**src/rtl/ldpc_util_pkg.sv**
```systemverilog
// Shared definitions for the LDPC decoder datapath utilities.
//   LLR_WIDTH  : default two's-complement LLR width
//   SM_WIDTH   : sign-magnitude word width (one extra bit so -2^(N-1) fits)
//   sm_word_t  : sign-magnitude word type
//   buf_state_t: occupancy encoding of a single-entry output register
//   clog2      : ceiling log2, usable in constant expressions
package ldpc_util_pkg;

  localparam int LLR_WIDTH = 6;
  localparam int SM_WIDTH  = LLR_WIDTH + 1;

  typedef logic [SM_WIDTH-1:0] sm_word_t;

  typedef enum logic {
    ST_EMPTY = 1'b0,
    ST_FULL  = 1'b1
  } buf_state_t;

  // Smallest r with 2**r >= n (n >= 1).
  function automatic int clog2(input int n);
    int r;
    r = 0;
    for (int i = 0; i < 31; i++) begin
      if ((1 << i) < n) r = i + 1;
    end
    return r;
  endfunction

endpackage

```
**src/rtl/T_to_S.sv**
```systemverilog
// Two's-complement to sign-magnitude converter (purely combinational).
//   twos : DATA_WIDTH-bit two's-complement input
//   sm   : DATA_WIDTH+1-bit result, MSB = sign, low DATA_WIDTH bits = magnitude
module T_to_S #(
  parameter int DATA_WIDTH = 6
) (
  input  logic [DATA_WIDTH-1:0] twos,
  output logic [DATA_WIDTH:0]   sm
);

  logic             sign;
  logic [DATA_WIDTH:0] ext;
  logic [DATA_WIDTH:0] mag;

  // Negation is done one bit wider than the input so the most negative
  // value produces a magnitude of 2^(DATA_WIDTH-1) instead of overflowing.
  assign sign = twos[DATA_WIDTH-1];
  assign ext  = {sign, twos};
  assign mag  = sign ? (~ext + 1'b1) : ext;
  assign sm   = {sign, mag[DATA_WIDTH-1:0]};

endmodule

```
**src/rtl/rr_arbiter.sv**
```systemverilog
// Combinational round-robin arbiter.
//   req       : request vector
//   ptr       : highest-priority index for this cycle (must be < NUM_REQ)
//   en        : when low, no grant is issued
//   grant     : one-hot grant (all zero if en is low or no request)
//   grant_idx : index of the granted requester (0 when no grant)
module rr_arbiter #(
  parameter int NUM_REQ   = 4,
  parameter int IDX_WIDTH = 2
) (
  input  logic [NUM_REQ-1:0]   req,
  input  logic [IDX_WIDTH-1:0] ptr,
  input  logic                 en,
  output logic [NUM_REQ-1:0]   grant,
  output logic [IDX_WIDTH-1:0] grant_idx
);

  always_comb begin
    int   pos;
    logic found;
    grant     = '0;
    grant_idx = '0;
    found     = 1'b0;
    pos       = 0;
    if (en) begin
      // Walk ptr, ptr+1, ... wrapping at NUM_REQ; first hit wins.
      for (int i = 0; i < NUM_REQ; i++) begin
        pos = int'(ptr) + i;
        if (pos >= NUM_REQ) pos = pos - NUM_REQ;
        if (!found && req[pos]) begin
          found      = 1'b1;
          grant[pos] = 1'b1;
          grant_idx  = IDX_WIDTH'(pos);
        end
      end
    end
  end

endmodule

```
**src/rtl/ts_conv_arbiter.sv**
```systemverilog
// Round-robin shared two's-complement to sign-magnitude converter.
// NUM_REQ requesters compete for one T_to_S unit; the granted word is
// converted and captured in a single output register tagged with the
// requester index. Latency is one cycle, throughput one result per cycle.
//   clk, rst  : clock, synchronous active-high reset
//   req_valid : per-requester valid
//   req_data  : flattened inputs, requester k at [k*DATA_WIDTH +: DATA_WIDTH]
//   req_ready : one-hot grant/accept
//   out_valid, out_ready, out_data, out_id : result handshake
//   busy      : output occupied or any request pending
module ts_conv_arbiter
  import ldpc_util_pkg::*;
#(
  parameter int DATA_WIDTH = LLR_WIDTH,
  parameter int NUM_REQ    = 4,
  parameter int ID_WIDTH   = 2
) (
  input  logic                          clk,
  input  logic                          rst,
  input  logic [NUM_REQ-1:0]            req_valid,
  input  logic [NUM_REQ*DATA_WIDTH-1:0] req_data,
  output logic [NUM_REQ-1:0]            req_ready,
  output logic                          out_valid,
  input  logic                          out_ready,
  output logic [DATA_WIDTH:0]           out_data,
  output logic [ID_WIDTH-1:0]           out_id,
  output logic                          busy
);

  generate
    if (ID_WIDTH != clog2(NUM_REQ)) begin : g_bad_id_width
      $error("ts_conv_arbiter: ID_WIDTH must equal clog2(NUM_REQ)");
    end
    if (NUM_REQ < 2 || NUM_REQ > 16) begin : g_bad_num_req
      $error("ts_conv_arbiter: NUM_REQ must be within 2..16");
    end
  endgenerate

  buf_state_t            state;
  logic [ID_WIDTH-1:0]   rr_ptr;
  logic                  acc;
  logic                  arb_en;
  logic                  transfer;
  logic [NUM_REQ-1:0]    grant;
  logic [ID_WIDTH-1:0]   grant_idx;
  logic [ID_WIDTH-1:0]   next_ptr;
  logic [DATA_WIDTH-1:0] sel_data;
  logic [DATA_WIDTH:0]   conv_data;

  assign out_valid = (state == ST_FULL);
  // Single output register, no skid: accept only when it is empty or
  // being drained this cycle.
  assign acc       = (state == ST_EMPTY) || out_ready;
  assign arb_en    = acc && !rst;
  assign busy      = out_valid || (|req_valid);

  rr_arbiter #(
    .NUM_REQ   (NUM_REQ),
    .IDX_WIDTH (ID_WIDTH)
  ) u_arb (
    .req       (req_valid),
    .ptr       (rr_ptr),
    .en        (arb_en),
    .grant     (grant),
    .grant_idx (grant_idx)
  );

  assign req_ready = grant;
  assign transfer  = |grant;
  assign sel_data  = req_data[grant_idx*DATA_WIDTH +: DATA_WIDTH];
  assign next_ptr  = (grant_idx == ID_WIDTH'(NUM_REQ - 1)) ? '0 : grant_idx + 1'b1;

  T_to_S #(
    .DATA_WIDTH (DATA_WIDTH)
  ) u_conv (
    .twos (sel_data),
    .sm   (conv_data)
  );

  always_ff @(posedge clk) begin
    if (rst) begin
      state    <= ST_EMPTY;
      out_data <= '0;
      out_id   <= '0;
      rr_ptr   <= '0;
    end else begin
      case (state)
        ST_EMPTY: if (transfer) state <= ST_FULL;
        ST_FULL:  if (!transfer && out_ready) state <= ST_EMPTY;
        default:  state <= ST_EMPTY;
      endcase
      if (transfer) begin
        out_data <= conv_data;
        out_id   <= grant_idx;
        rr_ptr   <= next_ptr;
      end
    end
  end

endmodule

```
**config.mk**
```make
export PLATFORM = sky130hd
export DESIGN_NAME = ts_conv_arbiter
export DESIGN_NICKNAME = d
export VERILOG_FILES = /design/src/rtl/ldpc_util_pkg.sv /design/src/rtl/T_to_S.sv /design/src/rtl/rr_arbiter.sv /design/src/rtl/ts_conv_arbiter.sv
export SDC_FILE = /design/constraint.sdc
export NUM_CORES = 1
export LEC_CHECK = 0
export ABC_AREA = 1
export BUFFER_PORTS_ARGS = -buffer_cell sky130_fd_sc_hd__clkbuf_2
export CORE_AREA = 2 2 59 61
export CTS_CLUSTER_DIAMETER = 200
export CTS_CLUSTER_SIZE = 40
export DETAILED_ROUTE_END_ITERATION = 7
export DIE_AREA = 0 0 61 63
export GPL_TIMING_DRIVEN = 0
export PLACE_DENSITY = 0.73
export SETUP_SLACK_MARGIN = 0.5
export SYNTH_ARGS = -nofsm -noshare
export SYNTH_HDL_FRONTEND = slang
export SYNTH_SLANG_ARGS = --single-unit
export TNS_END_PERCENT = 5
```
**constraint.sdc**
```tcl
create_clock -name clk -period 2.68 [get_ports clk]
set_input_delay 0.134 -clock clk [delete_from_list [all_inputs] [get_ports clk]]
set_output_delay 0.134 -clock clk [all_outputs]
set_load 0.05 [all_outputs]
```
==> results.md <==
- Status: complete, no violations
- Pwr per Cell Area: 1320 nW/um^2
- Register area: 248 sq um
- Die Wd: 61 um
- Gr ovfl total: 0
- RR Endpoint: out_data[3]$_SDFFE_PP0P_
- Register area share after synthesis: 17.3%
- EDFF count, synth: 0
- Flops & latches, synth: 12
- Cells after Synth: 226
- Critical Path Stages: 20
- Post-Syn Area: 1390 sq um
- Vias: 1702
- Worst VDD drop: 0.649 mV
- CORE AREA: 3230 sq um
- Number of max-cap violations: 0
- Gr usage total: 21.7%
- CP Launch Point: rr_ptr[1]$_SDFFE_PP0P_
- Worst Tran Pin Value: 0.448 ns
- Area after DPL: 1720 sq um
- Antenna violations before repair: 0
- Hold path depth: 4
- CP Class: reg2reg
- Number of DRC markers in iteration 0: 66
- Hold Buf Count CTS: 0
- Synthesized area per cell: 6.16 sq um
- Fmax: 0.434 GHz
- Setup tns final: 0 ns
- Hold WC Path Type: in2reg
- Most numerous cell in the Yosys netlist: nand2_1
- Die area: 3840 sq um
- Ys async rst share: 0%
- Filler cell count: 278
- FF-to-FF Start: rr_ptr[1]$_SDFFE_PP0P_
- Clk_lat worst skew: 0.28 ns
- P&R area growth vs syn: 51.8%
- CP bufs+invs: 6
- Startpoint types: flip-flop
- FP Rows: 21
- Worst path slowest cell: dfxtp_4
- GR met1 Demand/Resource: 28.6%
- Io pins: 46
- End of the critical path: out_data[3]$_SDFFE_PP0P_
- Top FF cell, synth: dfxtp_1
- First-pass GRT wire length: 6690 um
- Final Skew: 0.00953 ns
- Worst setup EP type: flip-flop
- P_leak: 1.17 nW
- Final Cell Area: 2110 sq um
- Share of layout cells above drive strength 1: 44.5%
- Top cell type's share of synthesized area: 18.9%
- Initial core utilization: 43.1%
- ANT cells: 0
- Crit Path Max Fanout: 5
- Vias in the first global route: 1617
- Final count of hold timing violations: 0
- Drt drc: 0
- RSZ-0062 raised after global routing: true
- H-tree levels: 1
- Wire per inst: 11.5 um
- Internal reg-to-reg setup slack: 0.37 ns
- Synth top area cells: nand2_1, dfxtp_1, nand3_1
- CP arrival: 2.49 ns
- YS warnings: 0
- Endpoints failing setup: 0
- Largest net degree at the start of global routing: 11
- Synth top cells by count: nand2_1, nand3_1, inv_1, nor2_1, dfxtp_1
- CTS tree: yes
- Clock buffer count from CTS: 3
- Crit path cell chain: inv_8, ha_4, inv_6, nand3_2, nand2_1, nand2_1, inv_2, nand2_4, nand2_8, nand3_4, buf_6, nand2_4, nand3_4, nand2_4, buf_4, nand3_2, nand3_1, nand3_1, nand2_1, inv_1
- Critical Path RT: 2.86 ns
- Period utilization: 86.0%
- Routed WL: 3960 um
- Reg2reg path depth: 20
- Root buf cell: clkbuf_4
- Fraction of met3 tracks used by global routing: 3.73%
- Area of the multi-input gates: 1170 sq um
- Final HPWL DP: 2730 um
- Die Y: 63 um
- Delay-heaviest family, CP: simple AND/OR/NAND/NOR gates
- Library cells used by synthesis: 30
- Vias/cell: 4.93
- Minimum clock period: 2.31 ns
- Slew Limit Fails: 0
- Drt pass-1 iters: 4
- Clock sinks: 12
- Leading area contributor after synthesis: nand2_1
- Post-route ant nets: 0
- PortBufs: 45
- Final Net Count: 337
- Power, Total: 2.79 mW
- Placer Congestion: 0.845
- Worst stage delay on the critical path: 0.38 ns
- Max-slew headroom: 70.1%
- Top Usage Layer GRT: met2
- Mapped Nets: 263
- GR Util met2: 35.6%
- Clock-pin slew on the worst setup and hold paths: 0.08 ns
- Clock tree buffer depth: 2
==> stage by stage <==
step / hold slack, ns / setup slack [ns] / std cells / util (%)
6_report: 0.128 / 0.374 / 345 / 65.4
5_1_grt: 0.136 / 0.208 / 345 / 65.4
4_1_cts: 0.125 / 0.418 / 343 / 62.7
3_5_place_dp: 0.406 / 0.159 / 317 / 53.3
3_3_place_gp: 0.407 / 0.175 / 317 / 53.3
2_1_floorplan: 0.291 / 0.410 / 226 / -
==> worst min-delay path: stages <==
cell	delay (ns)
clkbuf_2	0.08
inv_1	0.04
nand2_1	0.05
a21oi_1	0.05
==> flip-flops by register name, summed over array words and instances, names as in the netlist <==
| signal | flops |
|---|---|
| out_data | 7 |
| rr_ptr | 2 |
| out_id | 2 |
| out_valid | 1 |
==> worst min path at each step <==
stage                                   endpoint       from  slack (ns)
after floorplan           rr_ptr[1]$_SDFFE_PP0P_        rst        0.29
after global placement      out_valid$_SDFF_PP0_  out_ready        0.41
after detailed placement    out_valid$_SDFF_PP0_  out_ready        0.41
after CTS                   out_valid$_SDFF_PP0_  out_ready        0.12
after global routing        out_valid$_SDFF_PP0_  out_ready        0.14
final                       out_valid$_SDFF_PP0_  out_ready        0.13
==> where the power goes <==
group / internal, mW / total, mW / switching [mW]
Clock: 0.0827 / 0.148 / 0.0653
Sequential: 0.248 / 0.297 / 0.0496
Combinational: 0.915 / 2.35 / 1.43
Total: 1.25 / 2.79 / 1.55
==> cell usage in the layout, fill, tap and decap left out, drive strengths merged, types with 2 or more instances in the layout <==
cell,synthesis,layout
nand4,10,10
nand3b,2,2
o21ai,6,6
nand3,34,35
ha,6,6
clkbuf,2,51
nand2,82,82
a211oi,2,2
nor2,20,20
dfxtp,12,12
buf,3,26
a21oi,9,9
inv,32,32
a22oi,2,2
==> what timing repair did <==
item	4_1_cts	5_1_grt
cloned	1	0
endpoints found under the setup margin	15	15
pin swaps	17	18
buffers inserted	21	2
gates resized for setup	20	19
==> final cells by class <==
class	count	share of cell area [%]
buffer	5	1.95
timing repair buffer	68	19.9
tap	46	2.72
multi-input combinational	178	55.4
clock buffer	4	1.72
sequential	12	11.7
inverter	32	6.51
==> kinds of logic (layout without fill, tap and decap cells) <==
| kind of cell | after synthesis | count (layout) | synth area share (%) |
|---|---|---|---|
| adder cells (fa/ha/maj) | 6 | 6 | 5.39 |
| buffers and inverters | 37 | 109 | 11.6 |
| AND/OR/NAND/NOR | 149 | 150 | 55.5 |
| flip-flops | 12 | 12 | 17.3 |
| AO/OA/AOI/OAI | 22 | 22 | 10.2 |
==> layer usage <==
layer  part of all wire [%]  wire [um]  vias up
met1                     45       1770      757
met5                      0          0        -
met3                    4.4        173       11
met2                     49       1940       46
met4                    2.1         85        0
li1                       -          -      888
Power figures use the tool's default switching activity.
